--- src/rtl/shift_pkg.sv ---
// Shared types and constants for the shift execution unit.
// Rotate support is compiled in when SHIFT_EXEC_ROTATE_EN is defined.
package shift_pkg;

    localparam int SHIFT_W = 32;
    localparam int AMT_W   = 5;

    typedef enum logic [2:0] {
        OP_SLL = 3'b000,
        OP_SRL = 3'b001,
        OP_SRA = 3'b010,
        OP_ROL = 3'b100,
        OP_ROR = 3'b101
    } shift_op_e;

    typedef enum logic [1:0] {
        IDLE  = 2'b00,
        PASS2 = 2'b01,
        DONE  = 2'b10
    } shift_state_e;

    function automatic logic op_is_rotate(input logic [2:0] op);
`ifdef SHIFT_EXEC_ROTATE_EN
        return (op == OP_ROL) || (op == OP_ROR);
`else
        return (op != op);
`endif
    endfunction

    function automatic logic op_is_legal(input logic [2:0] op);
        return (op == OP_SLL) || (op == OP_SRL) || (op == OP_SRA) || op_is_rotate(op);
    endfunction

endpackage

--- src/rtl/BitShiftLeft.sv ---
// Left shifter whose vacated low bits are filled with a selectable fill bit
// (fill=1 after operand reversal gives arithmetic right shift).
module BitShiftLeft
    import shift_pkg::*;
(
    input  logic [SHIFT_W-1:0] data,
    input  logic [AMT_W-1:0]   amount,
    input  logic               fill,
    output logic [SHIFT_W-1:0] result
);

    logic [SHIFT_W-1:0] fill_mask;

    assign fill_mask = ~({SHIFT_W{1'b1}} << amount);
    assign result    = (data << amount) | (fill_mask & {SHIFT_W{fill}});

endmodule

--- src/rtl/shift_operand_reverser.sv ---
// Combinational 32-bit bit-reversal with bypass; used on both sides of the
// left shifter so that right shifts reuse the same hardware.
module shift_operand_reverser
    import shift_pkg::*;
(
    input  logic [SHIFT_W-1:0] data,
    input  logic               enable,
    output logic [SHIFT_W-1:0] result
);

    logic [SHIFT_W-1:0] flipped;

    genvar gi;
    generate
        for (gi = 0; gi < SHIFT_W; gi++) begin : g_rev
            assign flipped[gi] = data[SHIFT_W-1-gi];
        end
    endgenerate

    assign result = enable ? flipped : data;

endmodule

--- src/rtl/shift_exec_unit.sv ---
// Execute-stage shift unit: valid/ready request in, registered result out.
// Define SHIFT_EXEC_ROTATE_EN to add two-pass ROL/ROR; otherwise they are illegal.
module shift_exec_unit
    import shift_pkg::*;
#(
    parameter int TAG_W = 4
) (
    input  logic               clk,
    input  logic               reset,
    input  logic               in_valid,
    output logic               in_ready,
    input  logic [2:0]         in_op,
    input  logic [SHIFT_W-1:0] in_operand,
    input  logic [AMT_W-1:0]   in_amount,
    input  logic [TAG_W-1:0]   in_tag,
    output logic               out_valid,
    input  logic               out_ready,
    output logic [SHIFT_W-1:0] out_result,
    output logic [TAG_W-1:0]   out_tag,
    output logic               out_illegal
);

    shift_state_e       state_reg, state_next;
    logic               accept, op_rotate, op_legal;
    logic [SHIFT_W-1:0] result_reg;
    logic [TAG_W-1:0]   tag_reg;
    logic               illegal_reg;

    logic [SHIFT_W-1:0] sh_data, sh_pre, sh_raw, sh_result;
    logic [AMT_W-1:0]   sh_amount;
    logic               sh_fill, sh_reverse;

`ifdef SHIFT_EXEC_ROTATE_EN
    logic [SHIFT_W-1:0] partial_reg, operand_reg;
    logic [AMT_W-1:0]   rot_amt_reg;
`endif

    assign op_rotate = op_is_rotate(in_op);
    assign op_legal  = op_is_legal(in_op);
    assign in_ready  = (state_reg == IDLE) || ((state_reg == DONE) && out_ready);
    assign out_valid = (state_reg == DONE);
    assign accept    = in_valid && in_ready;

    // Shared shifter control: the second rotate pass is a logical right shift
    // of the saved operand by the complement of the stored left amount.
    always_comb begin
        sh_data    = in_operand;
        sh_amount  = in_amount;
        sh_fill    = 1'b0;
        sh_reverse = 1'b0;
        case (in_op)
            OP_SRL: sh_reverse = 1'b1;
            OP_SRA: begin
                sh_reverse = 1'b1;
                sh_fill    = in_operand[SHIFT_W-1];
            end
            OP_ROR:  sh_amount = AMT_W'(0) - in_amount;
            default: ;
        endcase
`ifdef SHIFT_EXEC_ROTATE_EN
        if (state_reg == PASS2) begin
            sh_data    = operand_reg;
            sh_amount  = AMT_W'(0) - rot_amt_reg;
            sh_fill    = 1'b0;
            sh_reverse = 1'b1;
        end
`endif
    end

    shift_operand_reverser u_pre_rev (
        .data   (sh_data),
        .enable (sh_reverse),
        .result (sh_pre)
    );

    BitShiftLeft u_shift (
        .data   (sh_pre),
        .amount (sh_amount),
        .fill   (sh_fill),
        .result (sh_raw)
    );

    shift_operand_reverser u_post_rev (
        .data   (sh_raw),
        .enable (sh_reverse),
        .result (sh_result)
    );

    always_ff @(posedge clk) begin
        if (reset) state_reg <= IDLE;
        else       state_reg <= state_next;
    end

    always_comb begin
        state_next = state_reg;
        case (state_reg)
            IDLE: begin
                if (accept) state_next = op_rotate ? PASS2 : DONE;
            end
            DONE: begin
                if (accept)         state_next = op_rotate ? PASS2 : DONE;
                else if (out_ready) state_next = IDLE;
            end
            PASS2:   state_next = DONE;
            default: state_next = IDLE;
        endcase
    end

    always_ff @(posedge clk) begin
        if (reset) begin
            result_reg  <= '0;
            tag_reg     <= '0;
            illegal_reg <= 1'b0;
`ifdef SHIFT_EXEC_ROTATE_EN
            partial_reg <= '0;
            operand_reg <= '0;
            rot_amt_reg <= '0;
`endif
        end else if (accept) begin
            tag_reg     <= in_tag;
            illegal_reg <= !op_legal;
            if (!op_legal)       result_reg <= in_operand;
            else if (!op_rotate) result_reg <= sh_result;
`ifdef SHIFT_EXEC_ROTATE_EN
            partial_reg <= sh_result;
            operand_reg <= in_operand;
            rot_amt_reg <= sh_amount;
        end else if (state_reg == PASS2) begin
            result_reg <= partial_reg | sh_result;
`endif
        end
    end

    assign out_result  = result_reg;
    assign out_tag     = tag_reg;
    assign out_illegal = illegal_reg;

endmodule

--- config.mk ---
export PLATFORM = sky130hd
export DESIGN_NAME = shift_exec_unit
export DESIGN_NICKNAME = d
export VERILOG_FILES = /design/src/rtl/shift_pkg.sv /design/src/rtl/BitShiftLeft.sv /design/src/rtl/shift_operand_reverser.sv /design/src/rtl/shift_exec_unit.sv
export SDC_FILE = /design/constraint.sdc
export NUM_CORES = 1
export LEC_CHECK = 0
export CORE_UTILIZATION = 30
export DETAILED_ROUTE_END_ITERATION = 16
export HOLD_SLACK_MARGIN = 0.1
export SKIP_CTS_REPAIR_TIMING = 1
export SLEW_MARGIN = 5
export SYNTH_ARGS = -nofsm -noshare
export SYNTH_HDL_FRONTEND = slang
export SYNTH_SLANG_ARGS = --single-unit
--- constraint.sdc ---
create_clock -name clk -period 7.45 [get_ports clk]
set_clock_uncertainty 0.15 [all_clocks]
set_input_delay 2.235 -clock clk [delete_from_list [all_inputs] [get_ports clk]]
set_output_delay 2.235 -clock clk [all_outputs]
set_load 0.01 [all_outputs]
==> impl_metrics.csv, run 1 <==
group,metric,value,unit
run_status,status,"complete, no violations",
critical_path,cp.arrival,6300,ps
layout,diodes,0,
die,dieArea,17300,um2
global_routing,grt_pass1_vias,5491,
detailed_routing,drtIter0Drc,669,
clock_network,cts.sinks,38,
detailed_routing,final_antenna_net_count,0,
power,power.density,156,nW/um2
clock_network,root_buffer,"clkbuf_16",
layout,finalNetCount,684,
placement,portBuffers,86,
detailed_routing,routed_wl,25500,um
layout,largest_reg_flops,32,
clock_network,worst_skew_pair.late_latency,280,ps
sta,layout_min_cycle_time,6310,ps
sta,slew_headroom,24.5,%
layout,fin_cells,852,
placement,dp_slack,934,ps
power,power_frac_comb,53.6,%
layout,multi_input_area,4030,um2
critical_path,worstSetupEndpointType,"register",
global_routing,grt_start_max_net_pins,40,
clock_network,cts.clk_slew.worst_paths,60,ps
power,pwr-share-seq,23.5,%
sta,tns,0,ps
critical_path,r2r_end,"out_result[10]",
sta,timing.final.ws_setup,1140,ps
global_routing,grt_first_pass_wirelength,37900,um
power,p_sw_share,41.9,%
clock_network,htreeDepth,2,
power,power_frac_clock,22.9,%
placement,dp.cells,844,
critical_path,r2r_cells,6,
min_path,min_path_type,"register to register",
critical_path,crit_type,"input port to register",
power,p_leak,2.19,nW
die,row_count,46,
placement,dp_hpwl,19300,um
min_path,hold_path_startpoint,"out_tag[1]",
sta,whs,311,ps
layout,mostFrequentLayoutCells,"86 x clkdlybuf4s50_1, 56 x nand2_1, 43 x mux2i_1, 38 x dfxtp_1",
placement,placed_area,6110,um2
critical_path,reg2reg_slack,4870,ps
layout,fill_cells,1650,
sta,hold_violations,0,
clock_network,cts_tree,"yes",
yosys,syn_nets,623,
die,die_h,132,um
yosys,synth.avg_cell_area,8.77,um2
die,core_area,16100,um2
yosys,synthCells,574,
yosys,ys_seq_area_share,15.1,%
layout,final_common_cell,"clkdlybuf4s50_1",
die,io_pins,87,
clock_network,cts_max_path_buffers,2,
detailed_routing,vias,5739,
power,p_sw,0.408,mW
global_routing,grt_overflow_total,0,
yosys,synthArstFlopShare,0,%
die,start_util,31.2,%
min_path,min_to,"out_tag[1]",
job,cap_violations,0,
critical_path,required,7450,ps
layout,drive_gt1_share,16.2,%
clock_network,cts_made_buffers,5,
yosys,synth_warnings,0,
sta,rsz0062_at_grt,"no",
yosys,synth_edf_count,0,
critical_path,rr_startpoint,"state_reg[1]",
detailed_routing,wl_per_cell,29.9,um
detailed_routing,viasPerCell,6.74,
yosys,ys_ff_latch,38,
power,p_int,0.566,mW
sta,tightest_slew,1100,ps
detailed_routing,drc,0,
critical_path,crit_fanout,30,
detailed_routing,drt-pass1-iter-count,5,
layout,fin_area,6260,um2
layout,syn2layout_area_growth,24.3,%
yosys,syn_area,5030,um2
yosys,synth_cell_types,68,
critical_path,cp-start-kind,"input port",
global_routing,track_usage,29.0,%
die,chipWidth,132,um
layout,regArea,761,um2
global_routing,antenna_found_initial,0,
yosys,synth_flop_cell,"dfxtp_1",
sta,finalCritPeriodShare,84.6,%
sta,finalMaxSlewViolations,0,
min_path,whs_path_depth,2,
placement,place.gp.congestion,0.970,
power,vdd.ir_drop.worst,96.1,uV
power,power,0.974,mW
sta,setup_violations,0,
sta,clock.fmax,0.159,GHz
layout,utilization,38.8,%
layout make-up:
| cell class | instances | area share (%) |
|---|---|---|
| clock buffers | 6 | 2.22 |
| repair buffers | 108 | 16.4 |
| clock inverters | 2 | 0.200 |
| inverters | 5 | 0.300 |
| well taps | 216 | 4.32 |
| flip-flops and latches | 38 | 12.2 |
| multi-input cells | 477 | 64.4 |
Yosys cell counts (3+ instances only):
cell       count  area (um2)
buf_2         10        50.1
nand2_1       56         210
a22oi_1       26         195
a221oi_1       5        43.8
nor2_1        37         139
a211oi_1       8        60.1
o211a_1        3        30.0
a31o_2         4        35.0
a21oi_1       36         180
and2_1         6        37.5
xor2_1         3        26.3
mux2i_1       43         430
o22ai_1        8        50.1
o22a_1         3        26.3
mux2_2        23         259
nor3_1        13        65.1
and3_1         4        25.0
o221ai_1      12         105
o211ai_1       5        37.5
nand3_1       19        95.1
a31oi_1       11        68.8
a2111oi_0      3        26.3
clkbuf_1      33         124
dfxtp_1       38         761
buf_1          6        22.5
mux4_2        30         676
a221o_1        5        50.1
a32oi_1        6        52.6
o21ai_0       31         155
o2bb2ai_1      4        35.0
o32ai_1        5        43.8
inv_1          4        15.0
mux4_1        12         315
a22o_1         8        70.1
o21a_1         5        37.5
nand2b_1       6        37.5
a311oi_1       3        26.3
power groups by stage:
stage / combinational (mW) / clock (mW) / sequential, mW
2_1_floorplan: 0.297 / 0 / 0.239
3_3_place_gp: 0.511 / 0 / 0.233
3_5_place_dp: 0.507 / 0 / 0.233
4_1_cts: 0.509 / 0.226 / 0.229
5_1_grt: 0.545 / 0.233 / 0.231
6_report: 0.523 / 0.223 / 0.229
how the worst max path moves through the flow:
stage                       startpoint              to  slack [ps]  cells past startpoint
after floorplan           in_amount[0]  out_result[26]        2030                     11
after global placement        in_op[0]   out_result[8]         900                      9
after detailed placement      in_op[0]   out_result[8]         930                      9
after CTS                     in_op[0]   out_result[8]        1220                      9
after global routing          in_op[0]   out_result[8]         910                      9
final                         in_op[0]   out_result[8]        1140                      9
cells by family after synthesis:
logic type	after synthesis	synth area share, %
AO/OA/AOI/OAI	205	29.2
AND/OR/NAND/NOR	156	14.7
multiplexers	109	33.7
buffers and inverters	59	5.67
flip-flops	38	15.1
XOR/XNOR	6	1.42
adder cells (fa/ha/maj)	1	0.249
worst max-delay path, cell delays in order:
cell	delay (ps)
clkdlybuf4s50_1	750
xor2_1	360
nand2_2	600
mux2_2	500
mux4_2	530
a2bb2oi_1	490
o21ai_0	310
o21ai_0	340
o221ai_1	180
routing by layer:
layer / wire length, um / vias up / track usage (%) / part of all wire (%)
li1: - / 2446 / - / -
met1: 11100 / 2929 / 40.5 / 43
met2: 11700 / 329 / 46.1 / 46
met3: 2120 / 35 / 5.02 / 8.3
met4: 621 / 0 / 7.43 / 2.4
met5: 0 / - / 0 / 0
No activity file was read; power rests on OpenSTA's default activity.
==> run 2: changes to the inputs <==
Clock period 7.45 ns to 6.1 ns, I/O delays scaled along.
==> run 2 against run 1 <==
  * Non-clock buffer count is 8 higher
  * Clock power increased by 57%
  * Cell count grew 0.94%
  * Via count grew 1.1%
  * Routed wire length up 0.73%
  * Die area stayed put
  * Sequential power up 22%
  * Critical path depth unchanged
  * Critical path type unchanged
  * Largest cell class unchanged
==> impl_metrics.csv, run 2 (synthesized netlist as in run 1, its figures left out) <==
group,metric,value,unit
run_status,status,"complete, no violations",
detailed_routing,drc,0,
critical_path,required,6090,ps
die,row_count,46,
sta,layout_min_cycle_time,5510,ps
placement,dp_slack,384,ps
layout,mostFrequentLayoutCells,"86 x clkdlybuf4s50_1, 56 x nand2_1, 43 x mux2i_1, 38 x dfxtp_1",
min_path,whs_path_depth,2,
sta,clock.fmax,0.181,GHz
layout,fin_area,6360,um2
critical_path,cp-start-kind,"input port",
layout,syn2layout_area_growth,26.4,%
placement,dp_hpwl,19600,um
layout,final_common_cell,"clkdlybuf4s50_1",
sta,hold_violations,0,
critical_path,crit_type,"input port to register",
critical_path,worstSetupEndpointType,"register",
global_routing,track_usage,29.0,%
detailed_routing,routed_wl,25700,um
detailed_routing,wl_per_cell,29.9,um
critical_path,r2r_cells,6,
placement,portBuffers,86,
critical_path,crit_slowest_cell,"clkdlybuf4s50_1",
die,io_pins,87,
power,power_frac_comb,50.7,%
global_routing,grt_pass1_vias,5383,
critical_path,cp.arrival,5510,ps
critical_path,crit_top_cell,"o21ai_0",
clock_network,cts_max_path_buffers,2,
critical_path,max_stage_delay,780,ps
global_routing,grt_start_max_net_pins,57,
layout,largest_reg_flops,32,
die,core_area,16100,um2
die,chipWidth,132,um
critical_path,path_cells,"clkdlybuf4s50_1, xor2_1, nand2_2, mux4_2, mux2i_1, a2bb2oi_1, o21ai_0, o21ai_0, o221ai_1",
layout,drive_gt1_share,17.2,%
power,power.density,201,nW/um2
die,start_util,31.2,%
layout,diodes,0,
detailed_routing,viasPerCell,6.75,
clock_network,cts.clk_slew.worst_paths,60,ps
sta,rsz0062_at_grt,"no",
layout,finalNetCount,692,
detailed_routing,vias,5801,
detailed_routing,drt-pass1-iter-count,5,
clock_network,htreeDepth,2,
clock_network,worst_skew_pair.late_latency,280,ps
critical_path,crit_fanout,20,
die,dieArea,17300,um2
power,p_sw,0.509,mW
power,p_sw_share,39.8,%
power,p_int,0.770,mW
detailed_routing,final_antenna_net_count,0,
sta,timing.final.ws_setup,586,ps
power,p_leak,2.25,nW
sta,tightest_slew,809,ps
power,power_frac_clock,27.4,%
global_routing,antenna_found_initial,0,
clock_network,cts_made_buffers,5,
sta,slew_headroom,46.1,%
placement,place.gp.congestion,1.02,
sta,finalCritPeriodShare,90.4,%
clock_network,root_buffer,"clkbuf_16",
detailed_routing,drtIter0Drc,634,
global_routing,grt_first_pass_wirelength,37500,um
placement,placed_area,6170,um2
placement,dp.cells,852,
sta,tns,0,ps
clock_network,cts_tree,"yes",
job,cap_violations,0,
die,die_h,132,um
power,vdd.ir_drop.worst,150,uV
layout,fin_cells,860,
power,pwr-share-seq,21.9,%
sta,setup_violations,0,
sta,finalMaxSlewViolations,0,
global_routing,grt_overflow_total,0,
min_path,min_path_type,"register to register",
clock_network,cts.sinks,38,
## run 2: final timing paths
path / from / to / slack (ps)
max: in_op[0] / out_result[8] / 590
min: out_tag[2] / out_tag[2] / 300
max reg2reg: state_reg[1] / out_result[10] / 3420
min reg2reg: out_tag[2] / out_tag[2] / 300
## run 2: critical path: cells and delay by family
kind | cells | cell delay [ps]
AND/OR/NAND/NOR | 1 | 450
buffers and inverters | 1 | 780
AO/OA/AOI/OAI | 4 | 1110
multiplexers | 2 | 970
XOR/XNOR | 1 | 350
## run 2: power groups by stage
| stage | clock [mW] | sequential, mW | combinational, mW |
|---|---|---|---|
| 2_1_floorplan | 0 | 0.292 | 0.362 |
| 3_3_place_gp | 0 | 0.285 | 0.635 |
| 3_5_place_dp | 0 | 0.285 | 0.629 |
| 4_1_cts | 0.351 | 0.280 | 0.632 |
| 5_1_grt | 0.363 | 0.282 | 0.673 |
| 6_report | 0.350 | 0.280 | 0.648 |
## run 2: through the flow
stage | hold WS [ps] | total power [mW] | utilization [%]
3_3_place_gp | 292 | 0.919 | 38.3
5_1_grt | 332 | 1.32 | 39.5
2_1_floorplan | 331 | 0.655 | -
3_5_place_dp | 297 | 0.914 | 38.3
6_report | 304 | 1.28 | 39.5
4_1_cts | 305 | 1.26 | 39.5
## run 2: layout make-up
class / instances / area [um2]
Clock buffer: 5 / 125
Clock inverter: 3 / 68.8
Fill cell: 1658 / 9750
Inverter: 5 / 18.8
Multi-Input combinational cell: 477 / 4020
Sequential cell: 38 / 761
Tap cell: 216 / 270
Timing Repair Buffer: 116 / 1100
## run 2: per-layer routing
metal / routed length [um] / global-route usage [%] / part of all wire [%]
met1: 11300 / 40.8 / 44
met2: 11900 / 46.5 / 46
met3: 2010 / 4.44 / 7.8
met4: 511 / 6.40 / 2.0
met5: 0 / 0 / 0
